**config.mk**
```make
export PLATFORM = sky130hd
export DESIGN_NAME = vx_csr_bank
export DESIGN_NICKNAME = d
export VERILOG_FILES = /design/src/rtl/vx_csr_bank.sv
export SDC_FILE = /design/constraint.sdc
export NUM_CORES = 2
export LEC_CHECK = 0
export BUFFER_PORTS_ARGS = -buffer_cell sky130_fd_sc_hd__buf_2
export CORE_UTILIZATION = 30
export CTS_CLUSTER_SIZE = 20
export DETAILED_ROUTE_END_ITERATION = 7
export PLACE_DENSITY = 0.42
export RECOVER_POWER = 100
export SLEW_MARGIN = 20
export SYNTH_ARGS = -nofsm -noshare
export SYNTH_HDL_FRONTEND = slang
export SYNTH_SLANG_ARGS = --single-unit
```
**constraint.sdc**
```tcl
create_clock -name clk -period 4.3 [get_ports clk]
set_input_delay 0.43 -clock clk [delete_from_list [all_inputs] [get_ports clk]]
set_output_delay 0.43 -clock clk [all_outputs]
set_load 0.02 [all_outputs]
```
**src/rtl/vx_csr_bank.sv**
```systemverilog
// Per-core CSR bank: per-warp fcsr/mscratch, shared machine CSRs and cycle/instret counters, single-cycle RMW.
// Optional macro CSR_CTR_SNAPSHOT_EN adds per-warp upper-half counter snapshots for coherent 64-bit reads.
`ifndef NUM_WARPS
`define NUM_WARPS 4
`endif
`ifndef NUM_THREADS
`define NUM_THREADS 4
`endif
`ifndef NUM_CORES
`define NUM_CORES 1
`endif
`ifndef CSR_ADDR_BITS
`define CSR_ADDR_BITS 12
`endif
`ifndef FFG_BITS
`define FFG_BITS 5
`endif
`ifndef FRM_BITS
`define FRM_BITS 3
`endif
`ifndef ISA_CODE
`define ISA_CODE 32'h4000_1129
`endif

module vx_csr_bank #(
  parameter int CORE_ID   = 0,
  parameter int NUM_WARPS = `NUM_WARPS,
  parameter int CTR_WIDTH = 64,
  parameter int CMT_WIDTH = $clog2(`NUM_THREADS + 1),
  localparam int NWB      = (NUM_WARPS > 1) ? $clog2(NUM_WARPS) : 1
) (
  input  logic                      clk,
  input  logic                      reset,
  input  logic                      req_valid,
  output logic                      req_ready,
  input  logic [NWB-1:0]            req_wid,
  input  logic [`CSR_ADDR_BITS-1:0] req_addr,
  input  logic [1:0]                req_op,
  input  logic [31:0]               req_data,
  output logic                      rsp_valid,
  input  logic                      rsp_ready,
  output logic [NWB-1:0]            rsp_wid,
  output logic [31:0]               rsp_data,
  output logic                      rsp_err,
  input  logic                      fpu_wr_valid,
  input  logic [NWB-1:0]            fpu_wr_wid,
  input  logic [`FFG_BITS-1:0]      fpu_fflags,
  input  logic [NWB-1:0]            fpu_rd_wid,
  output logic [`FRM_BITS-1:0]      fpu_frm,
  input  logic                      cmt_valid,
  input  logic [CMT_WIDTH-1:0]      cmt_size,
  input  logic                      busy
);
  localparam int FFG    = `FFG_BITS;
  localparam int FRM    = `FRM_BITS;
  localparam int FCSR_W = FFG + FRM;
  localparam int NMREG  = 9;
  localparam logic [CTR_WIDTH-1:0] LO_MASK = CTR_WIDTH'(32'hFFFF_FFFF);

  typedef logic [`CSR_ADDR_BITS-1:0] addr_t;
  localparam addr_t A_FFLAGS = 'h001, A_FRM = 'h002, A_FCSR = 'h003;
  localparam addr_t A_SATP = 'h180, A_MSTATUS = 'h300, A_MISA = 'h301, A_MEDELEG = 'h302;
  localparam addr_t A_MIDELEG = 'h303, A_MIE = 'h304, A_MTVEC = 'h305, A_MSCRATCH = 'h340;
  localparam addr_t A_MEPC = 'h341, A_PMPCFG0 = 'h3A0, A_PMPADDR0 = 'h3B0;
  localparam addr_t A_MCYCLE = 'hB00, A_MINSTRET = 'hB02, A_MCYCLE_H = 'hB80, A_MINSTRET_H = 'hB82;
  localparam addr_t A_CYCLE = 'hC00, A_INSTRET = 'hC02, A_CYCLE_H = 'hC80, A_INSTRET_H = 'hC82;
  localparam addr_t A_WTID = 'hCC0, A_LTID = 'hCC1, A_LWID = 'hCC2, A_GTID = 'hCC3;
  localparam addr_t A_GWID = 'hCC4, A_GCID = 'hCC5;
  localparam addr_t A_NT = 'hFC0, A_NW = 'hFC1, A_NC = 'hFC2;
  localparam addr_t A_MVENDORID = 'hF11, A_MARCHID = 'hF12, A_MIMPID = 'hF13;

  localparam logic [1:0] OP_READ = 2'd0, OP_RW = 2'd1, OP_RS = 2'd2, OP_RC = 2'd3;

  logic [FCSR_W-1:0]    fcsr_q [NUM_WARPS];
  logic [FCSR_W-1:0]    fcsr_d [NUM_WARPS];
  logic [31:0]          mscratch_q [NUM_WARPS];
  logic [31:0]          mscratch_d [NUM_WARPS];
  logic [31:0]          mreg_q [NMREG];
  logic [31:0]          mreg_d [NMREG];
  logic [CTR_WIDTH-1:0] cycle_q, cycle_d, instret_q, instret_d;
  logic                 rsp_valid_q, rsp_err_q;
  logic [NWB-1:0]       rsp_wid_q;
  logic [31:0]          rsp_data_q;

  logic        accept, known, read_only, err, wr_en, rd_ok, mreg_hit;
  logic [3:0]  mreg_idx;
  logic [31:0] old_val, new_val, cycle_hi, instret_hi, cycle_hi_rd, instret_hi_rd;

  // Handshake: a request transfers on a clock edge where req_valid & req_ready; a response
  // transfers where rsp_valid & rsp_ready, and rsp_* hold steady until then.
  assign req_ready = ~rsp_valid_q | rsp_ready;
  assign accept    = req_valid & req_ready;

  assign cycle_hi   = 32'(cycle_q >> 32);
  assign instret_hi = 32'(instret_q >> 32);

`ifdef CSR_CTR_SNAPSHOT_EN
  logic [31:0] cyc_snap_q [NUM_WARPS];
  logic [31:0] ins_snap_q [NUM_WARPS];
  assign cycle_hi_rd   = cyc_snap_q[req_wid];
  assign instret_hi_rd = ins_snap_q[req_wid];

  always_ff @(posedge clk or negedge reset) begin
    if (!reset) begin
      for (int w = 0; w < NUM_WARPS; w++) begin
        cyc_snap_q[w] <= '0;
        ins_snap_q[w] <= '0;
      end
    end else if (rd_ok) begin
      if (req_addr == A_CYCLE)   cyc_snap_q[req_wid] <= cycle_hi;
      if (req_addr == A_INSTRET) ins_snap_q[req_wid] <= instret_hi;
    end
  end
`else
  assign cycle_hi_rd   = cycle_hi;
  assign instret_hi_rd = instret_hi;
`endif

  always_comb begin
    old_val   = '0;
    known     = 1'b1;
    read_only = 1'b0;
    mreg_hit  = 1'b0;
    mreg_idx  = '0;
    case (req_addr)
      A_FFLAGS:     old_val = 32'(fcsr_q[req_wid][FFG-1:0]);
      A_FRM:        old_val = 32'(fcsr_q[req_wid][FCSR_W-1:FFG]);
      A_FCSR:       old_val = 32'(fcsr_q[req_wid]);
      A_MSCRATCH:   old_val = mscratch_q[req_wid];
      A_SATP:       begin mreg_hit = 1'b1; mreg_idx = 4'd0; end
      A_MSTATUS:    begin mreg_hit = 1'b1; mreg_idx = 4'd1; end
      A_MEDELEG:    begin mreg_hit = 1'b1; mreg_idx = 4'd2; end
      A_MIDELEG:    begin mreg_hit = 1'b1; mreg_idx = 4'd3; end
      A_MIE:        begin mreg_hit = 1'b1; mreg_idx = 4'd4; end
      A_MTVEC:      begin mreg_hit = 1'b1; mreg_idx = 4'd5; end
      A_MEPC:       begin mreg_hit = 1'b1; mreg_idx = 4'd6; end
      A_PMPCFG0:    begin mreg_hit = 1'b1; mreg_idx = 4'd7; end
      A_PMPADDR0:   begin mreg_hit = 1'b1; mreg_idx = 4'd8; end
      A_MCYCLE:     old_val = cycle_q[31:0];
      A_MCYCLE_H:   old_val = cycle_hi;
      A_MINSTRET:   old_val = instret_q[31:0];
      A_MINSTRET_H: old_val = instret_hi;
      A_CYCLE:      begin read_only = 1'b1; old_val = cycle_q[31:0]; end
      A_CYCLE_H:    begin read_only = 1'b1; old_val = cycle_hi_rd; end
      A_INSTRET:    begin read_only = 1'b1; old_val = instret_q[31:0]; end
      A_INSTRET_H:  begin read_only = 1'b1; old_val = instret_hi_rd; end
      A_WTID, A_LTID, A_LWID: begin read_only = 1'b1; old_val = 32'(req_wid); end
      A_GTID, A_GWID: begin read_only = 1'b1; old_val = 32'(CORE_ID * NUM_WARPS) + 32'(req_wid); end
      A_GCID:       begin read_only = 1'b1; old_val = 32'(CORE_ID); end
      A_NT:         begin read_only = 1'b1; old_val = 32'(`NUM_THREADS); end
      A_NW:         begin read_only = 1'b1; old_val = 32'(NUM_WARPS); end
      A_NC:         begin read_only = 1'b1; old_val = 32'(`NUM_CORES); end
      A_MISA:       begin read_only = 1'b1; old_val = `ISA_CODE; end
      A_MVENDORID, A_MARCHID, A_MIMPID: read_only = 1'b1;
      default:      known = 1'b0;
    endcase
    if (mreg_hit) old_val = mreg_q[mreg_idx];
  end

  // Set/clear with a zero mask on a read-only CSR is an ordinary read.
  assign err   = ~known | (read_only & ((req_op == OP_RW) | (req_op[1] & (|req_data))));
  assign rd_ok = accept & ~err;
  assign wr_en = rd_ok & ~read_only & (req_op != OP_READ);

  always_comb begin
    case (req_op)
      OP_RW:   new_val = req_data;
      OP_RS:   new_val = old_val | req_data;
      OP_RC:   new_val = old_val & ~req_data;
      default: new_val = old_val;
    endcase
  end

  always_comb begin
    fcsr_d     = fcsr_q;
    mscratch_d = mscratch_q;
    mreg_d     = mreg_q;
    if (wr_en) begin
      case (req_addr)
        A_FFLAGS:   fcsr_d[req_wid][FFG-1:0] = new_val[FFG-1:0];
        A_FRM:      fcsr_d[req_wid][FCSR_W-1:FFG] = new_val[FRM-1:0];
        A_FCSR:     fcsr_d[req_wid] = new_val[FCSR_W-1:0];
        A_MSCRATCH: mscratch_d[req_wid] = new_val;
        default: ;
      endcase
      if (mreg_hit) mreg_d[mreg_idx] = new_val;
    end
    // FPU flags are ORed on top of any same-cycle software write so no flag is lost.
    if (fpu_wr_valid)
      fcsr_d[fpu_wr_wid][FFG-1:0] = fcsr_d[fpu_wr_wid][FFG-1:0] | fpu_fflags;
  end

  always_comb begin
    cycle_d   = cycle_q;
    instret_d = instret_q;
    if (wr_en && req_addr == A_MCYCLE)
      cycle_d = (cycle_q & ~LO_MASK) | CTR_WIDTH'(new_val);
    else if (wr_en && req_addr == A_MCYCLE_H && CTR_WIDTH > 32)
      cycle_d = (cycle_q & LO_MASK) | (CTR_WIDTH'(new_val) << 32);
    else if (busy)
      cycle_d = cycle_q + CTR_WIDTH'(1);
    if (wr_en && req_addr == A_MINSTRET)
      instret_d = (instret_q & ~LO_MASK) | CTR_WIDTH'(new_val);
    else if (wr_en && req_addr == A_MINSTRET_H && CTR_WIDTH > 32)
      instret_d = (instret_q & LO_MASK) | (CTR_WIDTH'(new_val) << 32);
    else if (cmt_valid)
      instret_d = instret_q + CTR_WIDTH'(cmt_size);
  end

  always_ff @(posedge clk or negedge reset) begin
    if (!reset) begin
      for (int w = 0; w < NUM_WARPS; w++) begin
        fcsr_q[w]     <= '0;
        mscratch_q[w] <= '0;
      end
      for (int i = 0; i < NMREG; i++) mreg_q[i] <= '0;
      cycle_q     <= '0;
      instret_q   <= '0;
      rsp_valid_q <= 1'b0;
      rsp_err_q   <= 1'b0;
      rsp_wid_q   <= '0;
      rsp_data_q  <= '0;
    end else begin
      fcsr_q     <= fcsr_d;
      mscratch_q <= mscratch_d;
      mreg_q     <= mreg_d;
      cycle_q    <= cycle_d;
      instret_q  <= instret_d;
      if (accept) begin
        rsp_valid_q <= 1'b1;
        rsp_err_q   <= err;
        rsp_wid_q   <= req_wid;
        rsp_data_q  <= err ? 32'd0 : old_val;
      end else if (rsp_ready) begin
        rsp_valid_q <= 1'b0;
      end
    end
  end

  assign rsp_valid = rsp_valid_q;
  assign rsp_err   = rsp_err_q;
  assign rsp_wid   = rsp_wid_q;
  assign rsp_data  = rsp_data_q;
  assign fpu_frm   = fcsr_q[fpu_rd_wid][FCSR_W-1:FFG];

endmodule

```
==> metrics.md <==
| Metric | Value |
|---|---|
| Status | complete, but fails checks |
| Failing checks | DRC, capacitance limit, slew limit |
| Die width | 328.3 um |
| First-pass GRT wire length | 188600 um |
| RSZ-0062 raised after global routing | no |
| CTS Hold Bufs | 1 |
| DRC viols | 72 |
| Clock skew | 0.03035 ns |
| ANT nets after route | 0 |
| Vias in the first global route | 26.44k |
| Syn_area_per_cell | 9.341 um2 |
| Worst-path clk slew | 0.06 ns |
| Wirelength per Cell | 25.36 um |
| Crit start category | input port |
| CTS tree | done |
| Initial antenna violation count | 7 |
| Drt first pass iters | 8 |
| Top Ports | 107 |
| Crit. End Element | flop |
| Detailed-placement wirelength estimate | 90250 um |
| Mapped Cells | 3419 |
| Share of layout cells above drive strength 1 | 0.1374 |
| Yosys warns | 0 |
| Clock Sink Count | 612 |
| Crit path cell chain | clkbuf_1 > or4_4 > or3_1 > buf_4 > a21oi_1 > buf_12 > mux2_2 > a221o_1 > o221ai_1 > and2_0 > clkbuf_1 > o21ai_0 |
| Die Y | 328.3 um |
| Util after Layout | 0.3549 |
| Root buf cell | clkbuf_16 |
| EDFF count, synth | 0 |
| Worst slew pin tran | 3.334 ns |
| Fin. Hold Viols | 0 |
| Syn nets | 3491 |
| Fill count | 10.88k |
| Final period util | 0.9203 |
| Seq/Total Area, Yosys | 0.4795 |
| Pin count of the biggest net entering global routing | 108 |
| Max cap viols | 2 |
| Most common cell after layout, fill and taps aside | dfrtp_1 |
| Via density | 5.459 |
| Post-CTS Setup Repair Bufs | 0 |
| Worst Path Max Fanout | 14 |
| Setup TNS | 0 ns |
| Post-synthesis cell type count | 97 |
| Rel. slew slack | -1.222 |
| Layout overhead on the synthesized area | 17.14% |
| Initial Util | 0.3030 |
| LEAKAGE | 15.36 nW |
| VDD IR max | 250.2 uV |
| Required time worst endpoint | 4.80 ns |
| Slew Viols, Final | 87 |
| Worst-Skew Late Latency | 0.65 ns |
| WHS | 0.05890 ns |
| Row count | 119 |
| Crit Path Class | input port to flop |
| IO buf count | 106 |
| Vias after detailed routing | 27.23k |
| Number of gates resized after CTS | 0 |
| Placer Congestion | 0.9124 |
| Drt initial violations | 2518 |
| Total Wirelength | 126500 um |
| CTS buffer count | 76 |
| Critical path's slowest cell | clkbuf_1 |
| Most frequent cells in the layout | dfrtp_1, nand2_1, o21ai_0 |
| Core Box Area | 0.1054 mm2 |
| Final setup vio count | 0 |
| Area of the mapped netlist | 0.03194 mm2 |
| Crit-path max cell delay | 0.62 ns |
| Most used cell, CP | clkbuf_1 |
| Hold Crit Class | input port to flop |
| Grt total ovfl | 0 |
| Pwr dens | 365.0 mW/mm2 |
| Fmax achieved | 252.7 MHz |
| Die outline area | 0.1078 mm2 |
| Htree depth | 3 |
| Post-synth top flop | dfrtp_1 |
| FFs w/ async S/R, synth | 1.000 |
| Global Route Usage Sum | 0.2363 |
| Arr. time, crit path | 4.45 ns |
| CTS Buffer Depth | 3 |
| Yosys reg bits | 612 |
| Tmin final | 3.957 ns |
| Net count, final | 3612 |
[cells by family (layout without fill, tap and decap cells)]
family	count (synthesis)	in the layout	synth area share
other cells	0	2	0
buf+inv	320	496	0.04451
compound gates	1077	1077	0.2101
simple gates	1205	1205	0.1741
flops	612	612	0.4795
fa+ha+maj	5	5	0.002194
xor+xnor	89	89	0.02441
mux	111	111	0.06515
[worst max-delay path, delay by kind of cell]
kind            cells  cell delay (ns)
simple gates        3             1.38
buf+inv             4             1.15
compound gates      4             1.11
mux                 1             0.35
[stage by stage]
stage | area, um2 | power (W) | setup WS, ns | cells
floorplan | 31940 | 0.006587 | 0.6230 | 3419
global placement | 35290 | 0.007246 | 0.1707 | 4852
detailed placement | 35300 | 0.007241 | 0.1612 | 4852
CTS | 37820 | 0.01387 | 0.8278 | 4986
global route | 37410 | 0.01412 | 0.3073 | 4986
finish | 37410 | 0.01366 | 0.3428 | 4988
[flip-flops by register name, indices dropped and copies added, names as in the netlist]
name / cells
cycle_q: 64
rsp_err: 1
rsp_wid: 2
rsp_data: 32
instret_q: 64
fcsr_q: 32
rsp_valid: 1
mreg_q: 288
mscratch_q: 128
[path summary, 6_finish.rpt]
check                        startpoint      endpoint  slack, ns  cells after the start
max                         req_addr[0]   cycle_q[39]       0.34                     12
min reg2reg                rsp_data[11]  rsp_data[11]       0.47                      1
min                           req_valid     rsp_valid       0.06                      2
max reg2reg                   fcsr_q[0]    fcsr_q[13]       0.70                      9
max in group asynchronous         reset   mreg_q[199]       0.76                      2
min in group asynchronous         reset   mreg_q[257]       1.68                      2
[routing by layer]
layer | up-vias | share of wire | track usage
met2 | 795 | 0.44 | 0.3556
met4 | 2 | 0.023 | 0.05652
li1 | 12620 | - | -
met5 | - | 0.00010 | 0
met1 | 13650 | 0.48 | 0.3539
met3 | 166 | 0.052 | 0.03498
[where the power goes]
part / internal (W) / total (W) / switching (W)
Sequential: 0.00585 / 0.00600 / 0.000151
Combinational: 0.000338 / 0.00111 / 0.000775
Clock: 0.00389 / 0.00655 / 0.00266
[cells in the mapped netlist (29+ instances only)]
cell      count  area [um2]
dfrtp_1     612       15310
nand2_1     579        2173
o21ai_0     411        2057
a21oi_1     220        1101
clkbuf_1    201       754.5
nor2_1      198       743.2
nand3_1     110       550.5
o21ai_1      86       430.4
a22oi_1      77       578.1
mux4_2       77        1734
xnor2_1      61       534.3
nor3_1       56       280.3
nand4_1      52       325.3
inv_1        49       183.9
o211ai_1     49       367.9
and3_1       43       269.0
buf_2        34       170.2
nor4_1       34       212.7
mux2i_1      29       290.3
[final cells by class]
class / count / area (um2) / share of cell area
flip-flops and latches: 612 / 15310 / 0.4094
multi-input cells: 2487 / 15280 / 0.4083
well taps: 1391 / 1740 / 0.04652
repair buffers: 313 / 2371 / 0.06338
diodes: 2 / 5.005 / 0.0001338
clock inverters: 17 / 201.4 / 0.005384
inverters: 50 / 187.7 / 0.005017
clock buffers: 116 / 2315 / 0.06187
Power figures use the tool's default switching activity.
